==> src/rtl/dac_interp_pkg.sv <==
// Shared DAC definitions: interpolator state encoding and counter widths.
package dac_interp_pkg;

    // The interpolator sits in IDLE until its first sample is loaded, then runs forever.
    typedef enum logic {
        IDLE = 1'b0,
        RUN  = 1'b1
    } state_e;

    // The underrun counter saturates at the top of this width.
    localparam int UNDERRUN_W = 16;

endpackage : dac_interp_pkg

==> src/rtl/dac_interp_ramp.sv <==
// Linear-interpolation datapath.
// At every segment boundary it latches a new slope.
// Between boundaries it accumulates that slope.
// The accumulator carries OSR fractional bits.
module dac_interp_ramp
    import dac_interp_pkg::*;
#(
    parameter int DATA_BW = 16,
    parameter int OSR     = 6
) (
    input  logic                      clk,
    input  logic                      rst,
    input  logic                      load_evt,
    input  logic                      hold_full,
    input  logic signed [DATA_BW-1:0] hold_data,
    output logic signed [DATA_BW-1:0] dout
);

    localparam int ACC_W = DATA_BW + OSR + 1;

    logic [ACC_W-1:0]   acc_q, acc_d;
    logic [DATA_BW:0]   step_q, step_d;
    logic [DATA_BW-1:0] cur_q, cur_d;
    logic [DATA_BW-1:0] dout_q, dout_d;
    logic [ACC_W-1:0]   cur_scaled;
    logic [ACC_W-1:0]   step_ext;
    logic [DATA_BW-1:0] hold_bits;

    // Next-state logic.
    // A boundary re-anchors the accumulator at the current endpoint.
    // If a sample is waiting, the slope toward it is latched as well.
    // At all other times the slope is added once per clock.
    always_comb begin
        hold_bits  = hold_data;
        cur_scaled = {cur_q[DATA_BW-1], cur_q, {OSR{1'b0}}};
        step_ext   = {{OSR{step_q[DATA_BW]}}, step_q};
        acc_d      = acc_q + step_ext;
        step_d     = step_q;
        cur_d      = cur_q;
        if (load_evt) begin
            acc_d = cur_scaled;
            if (hold_full) begin
                step_d = {hold_bits[DATA_BW-1], hold_bits} - {cur_q[DATA_BW-1], cur_q};
                cur_d  = hold_bits;
            end else begin
                step_d = '0;
            end
        end
        dout_d = acc_q[DATA_BW+OSR-1:OSR];
    end

    // Datapath registers, cleared by the synchronous reset.
    always_ff @(posedge clk) begin
        if (rst) begin
            acc_q  <= '0;
            step_q <= '0;
            cur_q  <= '0;
            dout_q <= '0;
        end else begin
            acc_q  <= acc_d;
            step_q <= step_d;
            cur_q  <= cur_d;
            dout_q <= dout_d;
        end
    end

    assign dout = dout_q;

endmodule : dac_interp_ramp

==> src/rtl/dac_interp.sv <==
// Upsampling front end for the sigma-delta modulator.
// It accepts one sample per 2**OSR clocks and emits a linearly interpolated value every clock.
module dac_interp
    import dac_interp_pkg::*;
#(
    parameter int DATA_BW = 16,
    parameter int OSR     = 6
) (
    input  logic                      clk,
    input  logic                      rst,
    input  logic signed [DATA_BW-1:0] s_data,
    input  logic                      s_valid,
    output logic                      s_ready,
    output logic signed [DATA_BW-1:0] dout,
    output logic                      running,
    output logic [UNDERRUN_W-1:0]     underrun_cnt
);

    logic [OSR-1:0]        phase_q, phase_d;
    logic [DATA_BW-1:0]    hold_q, hold_d;
    logic                  hold_full_q, hold_full_d;
    state_e                state_q, state_d;
    logic [UNDERRUN_W-1:0] underrun_q, underrun_d;
    logic                  load_evt;
    logic                  xfer;

    // The segment boundary is the last phase of each segment.
    // A full buffer may accept a new sample in the same cycle it is drained.
    always_comb begin
        load_evt = &phase_q;
        s_ready  = !hold_full_q | load_evt;
        xfer     = s_valid & s_ready;
    end

    // Next-state logic for:
    //  - the phase counter
    //  - the one-entry buffer
    //  - the run state
    //  - the saturating underrun counter
    always_comb begin
        phase_d     = phase_q + OSR'(1);
        hold_d      = hold_q;
        hold_full_d = hold_full_q;
        state_d     = state_q;
        underrun_d  = underrun_q;
        if (load_evt) begin
            hold_full_d = 1'b0;
        end
        if (xfer) begin
            hold_d      = s_data;
            hold_full_d = 1'b1;
        end
        if (load_evt && hold_full_q) begin
            state_d = RUN;
        end
        if (load_evt && !hold_full_q && (state_q == RUN) && (underrun_q != '1)) begin
            underrun_d = underrun_q + UNDERRUN_W'(1);
        end
    end

    // Control registers, cleared by the synchronous reset.
    always_ff @(posedge clk) begin
        if (rst) begin
            phase_q     <= '0;
            hold_q      <= '0;
            hold_full_q <= 1'b0;
            state_q     <= IDLE;
            underrun_q  <= '0;
        end else begin
            phase_q     <= phase_d;
            hold_q      <= hold_d;
            hold_full_q <= hold_full_d;
            state_q     <= state_d;
            underrun_q  <= underrun_d;
        end
    end

    assign running      = (state_q == RUN);
    assign underrun_cnt = underrun_q;

    dac_interp_ramp #(
        .DATA_BW(DATA_BW),
        .OSR    (OSR)
    ) u_ramp (
        .clk      (clk),
        .rst      (rst),
        .load_evt (load_evt),
        .hold_full(hold_full_q),
        .hold_data(hold_q),
        .dout     (dout)
    );

endmodule : dac_interp

==> config.mk <==
export PLATFORM = sky130hd
export DESIGN_NAME = dac_interp
export DESIGN_NICKNAME = d
export VERILOG_FILES = /design/src/rtl/dac_interp_pkg.sv /design/src/rtl/dac_interp_ramp.sv /design/src/rtl/dac_interp.sv
export SDC_FILE = /design/constraint.sdc
export NUM_CORES = 1
export LEC_CHECK = 0
export ABC_AREA = 0
export BUFFER_PORTS_ARGS = -buffer_cell sky130_fd_sc_hd__buf_2
export CORE_ASPECT_RATIO = 0.8
export CORE_MARGIN = 2
export CORE_UTILIZATION = 55
export DETAILED_ROUTE_END_ITERATION = 16
export PLACE_DENSITY_LB_ADDON = 0.3
export RECOVER_POWER = 50
export SLEW_MARGIN = 20
export SYNTH_ARGS = -nofsm -noshare
export SYNTH_HDL_FRONTEND = slang
export SYNTH_SLANG_ARGS = --single-unit
==> constraint.sdc <==
create_clock -name clk -period 3 [get_ports clk]
set_clock_uncertainty 0.2 [all_clocks]
set_input_delay 0.15 -clock clk [delete_from_list [all_inputs] [get_ports clk]]
set_output_delay 0.15 -clock clk [all_outputs]
set_load 0.02 [all_outputs]
==> results.toml <==
[power]
ir_drop_uv = 357
power.leakage_nw = 2.52
powerDensity_nw_per_um2 = 469

[drt]
route.detailed.drc = 0
vias = 4708
antenna_left = 0
routedWlPerCell_um = 14.6
dr.pass1.iters = 5
drt-total-wl_um = 12400
routed_via_density = 5.55
drtIter0Drc = 427

[setup_path]
path_max_fanout = 4
crit_required_ns = 3.01
worstSetupPathType = "register to register"
crit_arrival_ns = 2.69
start_kind = "register"
reg2reg_slack_ns = 0.31
endpoint_kind = "register"

[floorplanning]
die_w_um = 116
dieArea_um2 = 10900
core_area_um2 = 9730
io_pins = 53
dieHeight_um = 93.8
core.rowCount = 32
start_util = 0.570

[timing]
fin_crit_sh = 0.896
finalSetupViolations = 0
hold_viol_final = 0
tns_ns = 0
rsz0062_at_grt = "false"
tightest_slew_ns = 1.49
relSlewSlack = 0.00876
hold_ws_ns = 0.250
max_freq_mhz = 372
fin_crit_ns = 2.69
slew_violations = 0

[global_route]
grt_first_pass_wirelength_um = 20600
track_usage = 0.238
antenna_found_initial = 0
grt_pass1_vias = 4326
grt_overflow_total = 0
grt_max_degree = 38

[min_path]
hold_path.class = "register to register"

[synthesis]
ys_warn_count = 0
synth-edff-count = 0
synthesis.area_um2 = 5540
ys_seq_elements = 111
syn_nets = 703
synth.avg_cell_area_um2 = 8.62
synth-main-ff-cell = "dfxtp_1"
ys_seq_area_frac = 0.401
ys_types = 60
synthCells = 643
synth-async-reset-ratio = 0

[final_layout]
fin_nets = 768
diodes = 0
drive_gt1_frac = 0.0729
syn2layout_area_growth_pct = 14.2

[placement]
routabilityCongestion = 0.859
port_buffers = 52
dp_hpwl_um = 9150

[clock_tree]
clock_latency_ns = 0.34
cts_made_buffers = 9
htreeDepth = 3
clk_pin_slew_ns = 0.08
cts_buffer_depth = 2
cts_tree = "yes"
cts_resized = 0
cts_sinks = 111
cts_setup_buffers = 0
root_buffer = "clkbuf_16"

[run]
maxCapViolations = 0

[outcome]
outcome = "finished, final reports clean"
cells in the mapped netlist, drive strengths merged (2+ instances only):
| cell | number | area, um2 |
|---|---|---|
| o21ai | 31 | 159 |
| nand2 | 106 | 398 |
| nand3 | 14 | 75.1 |
| a21o | 15 | 113 |
| xor2 | 22 | 193 |
| a221oi | 3 | 38.8 |
| nor2 | 47 | 184 |
| xnor2 | 26 | 228 |
| o2111ai | 4 | 35.0 |
| o21bai | 2 | 15.0 |
| o22ai | 2 | 12.5 |
| and4 | 2 | 17.5 |
| a211oi | 6 | 67.6 |
| o31ai | 3 | 22.5 |
| or3 | 3 | 18.8 |
| nand4 | 6 | 37.5 |
| nor4 | 6 | 50.0 |
| ha | 39 | 488 |
| a21oi | 63 | 323 |
| inv | 25 | 93.8 |
| nor3 | 7 | 45.0 |
| nand2b | 3 | 18.8 |
| and3 | 7 | 43.8 |
| and2 | 4 | 25.0 |
| nor2b | 22 | 138 |
| a211o | 3 | 26.3 |
| o21a | 6 | 45.0 |
| dfxtp | 111 | 2220 |
| buf | 9 | 51.3 |
| clkbuf | 13 | 50.0 |
| fa | 2 | 40.0 |
| a2111o | 2 | 22.5 |
| a22o | 14 | 123 |
| a31oi | 3 | 18.8 |
worst max-delay path, cell delays in order (launching register included):
cell	delay [ns]
dfxtp_1	0.35
ha_1	0.24
inv_1	0.08
fa_1	0.38
nor2b_1	0.20
o2111ai_1	0.18
a21oi_2	0.24
o21ai_1	0.15
o31ai_1	0.31
xnor2_1	0.15
o21ai_1	0.06
cells in the final DEF, fill, tap and decap left out, types with 4 or more instances in the layout:
| master | netlist | final |
|---|---|---|
| xor2_1 | 22 | 22 |
| dfxtp_1 | 111 | 111 |
| clkbuf_1 | 12 | 36 |
| o2111ai_1 | 4 | 4 |
| o21ai_0 | 19 | 19 |
| nor2b_1 | 22 | 22 |
| nor2_1 | 46 | 47 |
| ha_1 | 39 | 39 |
| clkbuf_16 | 0 | 9 |
| nand4_1 | 6 | 6 |
| a22o_1 | 14 | 14 |
| a21o_1 | 15 | 15 |
| dlygate4sd3_1 | 0 | 17 |
| buf_4 | 1 | 4 |
| a21oi_1 | 61 | 61 |
| nor3_1 | 5 | 6 |
| and3_1 | 7 | 7 |
| buf_2 | 5 | 18 |
| and2_1 | 4 | 4 |
| o21a_1 | 6 | 6 |
| xnor2_1 | 26 | 26 |
| nand2_1 | 106 | 106 |
| o21ai_1 | 11 | 11 |
| inv_1 | 25 | 25 |
| nor4_1 | 4 | 4 |
| nand3_1 | 13 | 13 |
cells by family after synthesis:
kind of cell,count (synthesis),synth area share
flops,111,0.401
compound gates,164,0.196
mux,1,0.00181
buf+inv,47,0.0352
fa+ha+maj,41,0.0953
simple gates,231,0.195
xor+xnor,48,0.0759
flip-flops by register name (all words and copies together), names as in the netlist:
| signal | count |
|---|---|
| u_ramp.cur_q | 16 |
| phase_q | 6 |
| running | 1 |
| u_ramp.step_q | 17 |
| hold_full_q | 1 |
| underrun_cnt | 16 |
| u_ramp.dout | 16 |
| u_ramp.acc_q | 22 |
| hold_q | 16 |
metrics by stage:
step	util	setup WS, ns	cell area (um2)	cells	power (mW)
4_1_cts	0.657	0.322	6400	849	2.99
3_5_place_dp	0.609	0.335	5920	816	1.77
3_3_place_gp	0.609	0.433	5920	816	1.77
5_1_grt	0.651	0.158	6330	849	3.07
6_report	0.651	0.311	6330	849	2.97
2_1_floorplan	-	0.614	5540	643	1.72
layer usage:
| metal | track usage | wire (um) | part of all wire | vias up |
|---|---|---|---|---|
| met3 | 0.0445 | 664 | 0.054 | 11 |
| met5 | 0 | 0 | 0 | - |
| met1 | 0.343 | 6240 | 0.50 | 2191 |
| met2 | 0.370 | 5400 | 0.44 | 137 |
| met4 | 0.0526 | 101 | 0.0081 | 0 |
| li1 | - | - | - | 2369 |
layout make-up:
class / instances / area [um2]
sequential: 111 / 2220
inverter: 25 / 93.8
multi-input combinational: 485 / 3110
tap: 136 / 170
fill: 847 / 3400
clock buffer: 9 / 225
clock inverter: 7 / 77.6
timing repair buffer: 76 / 430
path summary, 6_finish.rpt:
| check | cells after the start | start | end |
|---|---|---|---|
| max | 10 | u_ramp.step_q[0] | u_ramp.acc_q[20] |
| max reg2reg | 10 | u_ramp.step_q[0] | u_ramp.acc_q[20] |
| min reg2reg | 1 | phase_q[0] | phase_q[0] |
| min | 1 | phase_q[0] | phase_q[0] |
timing repair:
item / 4_1_cts / 5_1_grt
hold endpoints to repair: 17 / 0
hold buffers: 17 / 0
endpoints found under the setup margin: 0 / 0
power by group:
| group | internal, mW | switching (mW) | leakage (nW) |
|---|---|---|---|
| sequential | 1.49 | 0.0161 | 0.897 |
| combinational | 0.115 | 0.139 | 1.48 |
| clock | 0.657 | 0.553 | 0.147 |
| total | 2.26 | 0.708 | 2.52 |
No activity file was read; power rests on OpenSTA's default activity.
